File: config.mk
export PLATFORM = sky130hd
export DESIGN_NAME = video_timing_gen
export DESIGN_NICKNAME = d
export VERILOG_FILES = /design/src/rtl/video_pkg.sv /design/src/rtl/sig_delay.sv /design/src/rtl/video_timing_gen.sv
export SDC_FILE = /design/constraint.sdc
export NUM_CORES = 1
export LEC_CHECK = 0
export BUFFER_PORTS_ARGS = -buffer_cell sky130_fd_sc_hd__buf_2
export CORE_ASPECT_RATIO = 0.9
export CORE_MARGIN = 8
export CORE_UTILIZATION = 59
export CTS_BUF_LIST = sky130_fd_sc_hd__clkbuf_8
export DETAILED_ROUTE_END_ITERATION = 10
export GPL_TIMING_DRIVEN = 0
export PLACE_DENSITY_LB_ADDON = 0.08
export SETUP_SLACK_MARGIN = 0.4
export SLEW_MARGIN = 20
export SYNTH_ARGS = -nofsm -noshare
export SYNTH_HDL_FRONTEND = slang
export SYNTH_SLANG_ARGS = --single-unit
export TNS_END_PERCENT = 5
File: constraint.sdc
create_clock -name pixclk -period 3.6 [get_ports pixclk]
set_input_delay 0.72 -clock pixclk [delete_from_list [all_inputs] [get_ports pixclk]]
set_output_delay 0.72 -clock pixclk [all_outputs]
set_load 0.01 [all_outputs]
File: src/rtl/video_pkg.sv
// Shared definitions for the video timing path: standard timing sets,
// raster total helpers, RGB packing and the sideband flag bundle.
package video_pkg;

  typedef struct packed {
    int h_active;
    int h_fp;
    int h_sync;
    int h_bp;
    int v_active;
    int v_fp;
    int v_sync;
    int v_bp;
  } timing_t;

  localparam timing_t TIMING_640X480_60 = '{
    h_active: 640, h_fp: 16, h_sync: 96, h_bp: 48,
    v_active: 480, v_fp: 10, v_sync: 2,  v_bp: 33
  };

  localparam timing_t TIMING_800X600_60 = '{
    h_active: 800, h_fp: 40, h_sync: 128, h_bp: 88,
    v_active: 600, v_fp: 1,  v_sync: 4,   v_bp: 23
  };

  // Raster counter and coordinate widths
  localparam int CNT_W   = 11;
  localparam int COORD_W = 10;

  // 24-bit pixel word is {R[23:16], G[15:8], B[7:0]}
  localparam int CH_W  = 8;
  localparam int RGB_W = 3 * CH_W;
  localparam int R_LSB = 16;
  localparam int G_LSB = 8;
  localparam int B_LSB = 0;

  // Sideband flags that travel alongside a pixel read. Sync bits are
  // carried at their output polarity so the idle pattern is directly usable.
  typedef struct packed {
    logic first;
    logic vs;
    logic hs;
    logic de;
  } flags_t;

  function automatic int line_total(input int active, input int fp,
                                    input int sync, input int bp);
    return active + fp + sync + bp;
  endfunction

  function automatic int h_total(input timing_t t);
    return line_total(t.h_active, t.h_fp, t.h_sync, t.h_bp);
  endfunction

  function automatic int v_total(input timing_t t);
    return line_total(t.v_active, t.v_fp, t.v_sync, t.v_bp);
  endfunction

  function automatic logic [RGB_W-1:0] rgb_pack(input logic [CH_W-1:0] r,
                                                input logic [CH_W-1:0] g,
                                                input logic [CH_W-1:0] b);
    return {r, g, b};
  endfunction

  function automatic logic [CH_W-1:0] rgb_red(input logic [RGB_W-1:0] p);
    return p[R_LSB +: CH_W];
  endfunction

  function automatic logic [CH_W-1:0] rgb_green(input logic [RGB_W-1:0] p);
    return p[G_LSB +: CH_W];
  endfunction

  function automatic logic [CH_W-1:0] rgb_blue(input logic [RGB_W-1:0] p);
    return p[B_LSB +: CH_W];
  endfunction

endpackage

File: src/rtl/sig_delay.sv
// Fixed-depth shift register with asynchronous active-low clear to a
// configurable idle pattern.
module sig_delay #(
  parameter int               WIDTH   = 1,
  parameter int               DEPTH   = 1,
  parameter logic [WIDTH-1:0] RST_VAL = '0
) (
  input  logic             clk,
  input  logic             rst_n,
  input  logic [WIDTH-1:0] din,
  output logic [WIDTH-1:0] dout
);

  logic [WIDTH-1:0] pipe [DEPTH];

  // Shift din through DEPTH stages; clear every stage to the idle pattern
  always_ff @(posedge clk or negedge rst_n) begin
    if (!rst_n) begin
      for (int i = 0; i < DEPTH; i++) pipe[i] <= RST_VAL;
    end else begin
      pipe[0] <= din;
      for (int i = 1; i < DEPTH; i++) pipe[i] <= pipe[i-1];
    end
  end

  assign dout = pipe[DEPTH-1];

endmodule

File: src/rtl/video_timing_gen.sv
// Raster timing generator with a fixed-latency pixel fetch. Stage F issues
// the read and launches the sideband flags; the flags wait FETCH_LAT cycles
// in sig_delay so that stage O sees them together with the returned pixel.
module video_timing_gen
  import video_pkg::*;
#(
  parameter int H_ACTIVE       = TIMING_640X480_60.h_active,
  parameter int H_FP           = TIMING_640X480_60.h_fp,
  parameter int H_SYNC         = TIMING_640X480_60.h_sync,
  parameter int H_BP           = TIMING_640X480_60.h_bp,
  parameter int V_ACTIVE       = TIMING_640X480_60.v_active,
  parameter int V_FP           = TIMING_640X480_60.v_fp,
  parameter int V_SYNC         = TIMING_640X480_60.v_sync,
  parameter int V_BP           = TIMING_640X480_60.v_bp,
  parameter int HS_ACTIVE_HIGH = 0,
  parameter int VS_ACTIVE_HIGH = 0,
  parameter int FETCH_LAT      = 2
) (
  input  logic               pixclk,
  input  logic               reset_n,
  input  logic               enable,
  output logic               fetch_req,
  output logic [COORD_W-1:0] fetch_x,
  output logic [COORD_W-1:0] fetch_y,
  input  logic [RGB_W-1:0]   pix_in,
  output logic [CH_W-1:0]    red,
  output logic [CH_W-1:0]    green,
  output logic [CH_W-1:0]    blue,
  output logic               vde,
  output logic               hSync,
  output logic               vSync,
  output logic               frame_start
);

  localparam int H_TOTAL = line_total(H_ACTIVE, H_FP, H_SYNC, H_BP);
  localparam int V_TOTAL = line_total(V_ACTIVE, V_FP, V_SYNC, V_BP);

  localparam logic [CNT_W-1:0] H_LAST   = CNT_W'(H_TOTAL - 1);
  localparam logic [CNT_W-1:0] V_LAST   = CNT_W'(V_TOTAL - 1);
  localparam logic [CNT_W-1:0] H_ACT    = CNT_W'(H_ACTIVE);
  localparam logic [CNT_W-1:0] V_ACT    = CNT_W'(V_ACTIVE);
  localparam logic [CNT_W-1:0] HS_BEGIN = CNT_W'(H_ACTIVE + H_FP);
  localparam logic [CNT_W-1:0] HS_END   = CNT_W'(H_ACTIVE + H_FP + H_SYNC);
  localparam logic [CNT_W-1:0] VS_BEGIN = CNT_W'(V_ACTIVE + V_FP);
  localparam logic [CNT_W-1:0] VS_END   = CNT_W'(V_ACTIVE + V_FP + V_SYNC);

  localparam logic HS_ON  = (HS_ACTIVE_HIGH != 0);
  localparam logic HS_OFF = !HS_ON;
  localparam logic VS_ON  = (VS_ACTIVE_HIGH != 0);
  localparam logic VS_OFF = !VS_ON;

  // Blank pixel with both syncs inactive; also the reset pattern of the flag pipe
  localparam flags_t FLAGS_IDLE = '{first: 1'b0, vs: VS_OFF, hs: HS_OFF, de: 1'b0};

  logic [CNT_W-1:0] hcnt;
  logic [CNT_W-1:0] vcnt;
  logic             in_active;
  logic             in_hs;
  logic             in_vs;
  logic             at_origin;
  flags_t           flags_next;
  flags_t           flags_f;
  flags_t           flags_d;

  // Raster counters; held at the origin while disabled so a restart begins at (0,0)
  always_ff @(posedge pixclk or negedge reset_n) begin
    if (!reset_n) begin
      hcnt <= '0;
      vcnt <= '0;
    end else if (!enable) begin
      hcnt <= '0;
      vcnt <= '0;
    end else if (hcnt == H_LAST) begin
      hcnt <= '0;
      vcnt <= (vcnt == V_LAST) ? '0 : vcnt + 1'b1;
    end else begin
      hcnt <= hcnt + 1'b1;
    end
  end

  // Region decode for the current raster position; vsync is judged per line
  always_comb begin
    in_active  = (hcnt < H_ACT) && (vcnt < V_ACT);
    in_hs      = (hcnt >= HS_BEGIN) && (hcnt < HS_END);
    in_vs      = (vcnt >= VS_BEGIN) && (vcnt < VS_END);
    at_origin  = (hcnt == '0) && (vcnt == '0);
    flags_next = FLAGS_IDLE;
    if (enable) begin
      flags_next.de    = in_active;
      flags_next.hs    = in_hs ? HS_ON : HS_OFF;
      flags_next.vs    = in_vs ? VS_ON : VS_OFF;
      flags_next.first = in_active && at_origin;
    end
  end

  // Stage F: issue the pixel read and launch the matching sideband flags
  always_ff @(posedge pixclk or negedge reset_n) begin
    if (!reset_n) begin
      fetch_req <= 1'b0;
      fetch_x   <= '0;
      fetch_y   <= '0;
      flags_f   <= FLAGS_IDLE;
    end else begin
      fetch_req <= flags_next.de;
      fetch_x   <= flags_next.de ? hcnt[COORD_W-1:0] : '0;
      fetch_y   <= flags_next.de ? vcnt[COORD_W-1:0] : '0;
      flags_f   <= flags_next;
    end
  end

  sig_delay #(
    .WIDTH   ($bits(flags_t)),
    .DEPTH   (FETCH_LAT),
    .RST_VAL (FLAGS_IDLE)
  ) u_flag_dly (
    .clk   (pixclk),
    .rst_n (reset_n),
    .din   (flags_f),
    .dout  (flags_d)
  );

  // Stage O: merge returned pixel with its delayed flags; blank RGB outside active video
  always_ff @(posedge pixclk or negedge reset_n) begin
    if (!reset_n) begin
      red         <= '0;
      green       <= '0;
      blue        <= '0;
      vde         <= 1'b0;
      hSync       <= HS_OFF;
      vSync       <= VS_OFF;
      frame_start <= 1'b0;
    end else begin
      red         <= flags_d.de ? rgb_red(pix_in)   : '0;
      green       <= flags_d.de ? rgb_green(pix_in) : '0;
      blue        <= flags_d.de ? rgb_blue(pix_in)  : '0;
      vde         <= flags_d.de;
      hSync       <= flags_d.hs;
      vSync       <= flags_d.vs;
      frame_start <= flags_d.first;
    end
  end

endmodule
==> flow_metrics.tcl <==
set metrics [dict create \
    switchingPower_mw 0.3863 \
    final_area_sq_um 3812 \
    ioPinCount 76 \
    cts_max_level 3 \
    clock_skew_ns 0.01138 \
    maxCapViolCount 0 \
    postCtsHoldBufs 0 \
    synth_top_family_by_area "simple AND/OR/NAND/NOR gates" \
    max_stage_delay_ns 0.58 \
    power.density_nw_per_um2 427.5 \
    drtIter0Drc 96 \
    core.rowCount 25 \
    cp_top_family "compound AO/OA/AOI/OAI gates" \
    cts_tree "done" \
    cp-end-kind "flip-flop" \
    grt_overflow 0 \
    drc 0 \
    chipWidth_microns 93.08 \
    p_leak_nw 1.918 \
    crit_type "flip-flop to flip-flop" \
    dr.pass1.iters 4 \
    fin_nets 374 \
    syn_area_sq_um 3154 \
    via_per_inst 5.178 \
    cp_cell_sequence "buf_2 > or4_4 > o31ai_1 > buf_2 > o21ai_0 > a21o_1" \
    ys_ff_latch 82 \
    ant_nets 0 \
    netlist_instances 256 \
    setup_viol 0 \
    core_sq_um 5192 \
    track_usage_pct 16.58 \
    critical_path_depth 6 \
    ys_seq_area_share_pct 65.37 \
    period_share_pct 68.09 \
    clk_path_buf_depth 2 \
    synthAdderAreaFrac_pct 1.587 \
    grt_pass1_vias 2131 \
    antenna_cells 0 \
    synth_xor_area_share_pct 1.944 \
    yosysWarnings 0 \
    clkPwrFrac_pct 34.3 \
    portBuffers 75 \
    cts.sink_count 82 \
    r2r_cells 6 \
    synth_top_area_share_pct 58.71 \
    final_util_pct 73.42 \
    hold_violations 0 \
    start_util_pct 60.75 \
    crit_required_ns 3.83 \
    fmax_ghz 0.4080 \
    wirelength_microns 6239 \
    swShare_pct 23.70 \
    rsz0062_at_grt "no" \
    root_buffer "clkbuf_8" \
    syn_to_final_growth_pct 20.86 \
    crit_top_cell "buf_2" \
    dieHeight_microns 85.37 \
    fillCellCount 372 \
    cp-start-kind "flip-flop" \
    tns_ns 0 \
    synth_compound_area_share_pct 5.355 \
    pwr-share-seq_pct 58.8 \
    avgRoutedWirePerCell_microns 15.03 \
    grt_start_max_net_pins 63 \
    hold_class "input pin to asynchronous set/reset pin" \
    tightest_slew_ns 0.6839 \
    synth.area.mux_share_pct 1.071 \
    crit_fanout 10 \
    cp.buffers_inverters 2 \
    cts_buffers 9 \
    p_comb_share_pct 6.9 \
    dpl_cell_area_sq_um 3643 \
    grt_pass1_wl_microns 10120 \
    drive_above_1_share_pct 33.05 \
    cts.repair.resized 0 \
    p_int_mw 1.244 \
    ir_drop_mv 0.2845 \
    synth-simple-area-share_pct 20.86 \
    period_minus_slack_ns 2.451 \
    slew_headroom_pct 54.02 \
    postSynthNetCount 287 \
    yosys-top-cells-area "dfrtp_1 59%, and2_1 8.3%, dfstp_2 6.7%" \
    yosysUniqueCellTypes 40 \
    slew_viol_final 0 \
    cp_data_arrival_time_ns 2.68 \
    cp_slowest_cell "o31ai_1" \
    outcome "finished, final reports clean" \
    dr_total_vias 2149 \
    clock_latency_ns 0.34 \
    fin_total_pwr_mw 1.630 \
    avgSynthCellArea_sq_um 12.32 \
    dp_hpwl_microns 4543 \
    globalplace.congestion 0.8735 \
    antenna_found_initial 0 \
    synth_top_area_cell "dfrtp_1" \
    cts_setup_buffers 0 \
    clk_pin_slew_ns 0.08 \
    die_area_sq_um 7945 \
]
[stage by stage]
step / hold slack, ns / setup WS, ns / std cells
2_1_floorplan: 0.3312 / 1.541 / 256
3_3_place_gp: 0.3345 / 1.271 / 398
3_5_place_dp: 0.3347 / 1.217 / 399
4_1_cts: 0.2518 / 1.160 / 415
5_1_grt: 0.2640 / 0.9426 / 415
6_report: 0.2581 / 1.149 / 415
[registers in the layout, indices dropped and copies added (netlist names), 8 cells and up]
name	cells
hcnt	11
vcnt	11
fetch_x	10
fetch_y	10
blue	8
green	8
red	8
[cell usage after synthesis (all sizes together)]
cell type,instances
and2,44
o211ai,3
nor3b,1
nor4,9
nand4,6
nand3,9
or2,2
ha,4
dfstp,8
nor4b,1
xor2,2
or4,2
xnor2,5
o21ai,5
nor2b,1
o21a,1
and4,4
a21oi,2
a22o,3
and3,3
or3,3
and4b,1
buf,5
conb,1
o41ai,1
a21o,2
clkbuf,9
mux2,3
nand2,3
nor2,12
a31o,1
dfrtp,74
o31ai,5
inv,12
nor3,8
nand3b,1
[cells in the final DEF, fill, tap and decap left out, types with 2 or more instances in the layout]
| cell | synthesis | routed |
|---|---|---|
| a21oi_1 | 2 | 2 |
| and3_1 | 3 | 3 |
| buf_6 | 2 | 2 |
| nand3_1 | 9 | 9 |
| and2_2 | 2 | 2 |
| dfrtp_1 | 74 | 74 |
| and4_1 | 4 | 4 |
| or3_1 | 2 | 2 |
| clkinv_4 | 0 | 2 |
| mux2_2 | 3 | 3 |
| xnor2_1 | 5 | 5 |
| nor3_1 | 8 | 8 |
| nand4_1 | 6 | 6 |
| nor4_1 | 9 | 9 |
| clkbuf_1 | 9 | 9 |
| xor2_1 | 2 | 2 |
| nand2_1 | 3 | 3 |
| o21ai_0 | 5 | 5 |
| clkinv_2 | 0 | 3 |
| ha_1 | 4 | 4 |
| inv_1 | 12 | 13 |
| dfstp_2 | 8 | 8 |
| o31ai_1 | 5 | 5 |
| o211ai_1 | 3 | 3 |
| nor2_1 | 12 | 12 |
| buf_2 | 3 | 77 |
| and2_1 | 42 | 42 |
| a22o_1 | 3 | 3 |
| clkbuf_8 | 0 | 9 |
| a21o_1 | 2 | 2 |
| or2_2 | 2 | 2 |
[path summary, 6_finish.rpt]
kind | start | end | slack [ns]
max | hcnt[6]$_DFF_PN0_ | vcnt[3]$_DFFE_PN0P_ | 1.15
min | reset_n | vcnt[7]$_DFFE_PN0P_ | 0.26
max reg2reg | hcnt[6]$_DFF_PN0_ | vcnt[3]$_DFFE_PN0P_ | 1.15
min reg2reg | u_flag_dly.dout[2]$_DFF_PN1_ | vSync$_DFF_PN1_ | 0.35
max in group asynchronous | reset_n | u_flag_dly.dout[2]$_DFF_PN1_ | 2.71
min in group pixclk | u_flag_dly.dout[2]$_DFF_PN1_ | vSync$_DFF_PN1_ | 0.35
[cell type report]
type | instances | area, sq um | share of cell area, %
buffer | 14 | 71.32 | 1.871
clock buffer | 9 | 123.9 | 3.249
clock inverter | 7 | 45.04 | 1.181
inverter | 12 | 45.04 | 1.181
multi-input combinational | 148 | 975.9 | 25.60
sequential | 82 | 2062 | 54.09
tap | 67 | 83.83 | 2.199
timing repair buffer | 76 | 405.4 | 10.63
[per-layer routing]
metal,GRT usage [%],up-vias,routed length (microns)
met5,0,-,0
met3,6.790,6,570
met4,5.702,0,65
li1,-,1043,-
met1,20.72,1006,2779
met2,25.34,94,2824
[cell families (layout without fill, tap and decap cells)]
kind of cell | count (synthesis) | after routing
xor+xnor | 7 | 7
fa+ha+maj | 4 | 4
mux | 3 | 3
buf+inv | 26 | 118
other cells | 1 | 1
simple gates | 110 | 110
flops | 82 | 82
compound gates | 23 | 23
[worst register-to-register path: cells and delay by family (launching register included)]
family,cells,cell delay (ns)
DFF,1,0.36
AOI/OAI and AO/OA,3,0.94
and+or+nand+nor,1,0.52
buffers and inverters,2,0.52
[power by group through the flow]
stage / logic, mW / registers [mW] / clock network (mW)
4_1_cts: 0.115 / 0.958 / 0.577
3_3_place_gp: 0.108 / 0.976 / 0
5_1_grt: 0.127 / 0.962 / 0.608
2_1_floorplan: 0.0367 / 0.987 / 0
6_report: 0.112 / 0.958 / 0.559
3_5_place_dp: 0.115 / 0.976 / 0
Power figures use the tool's default switching activity.
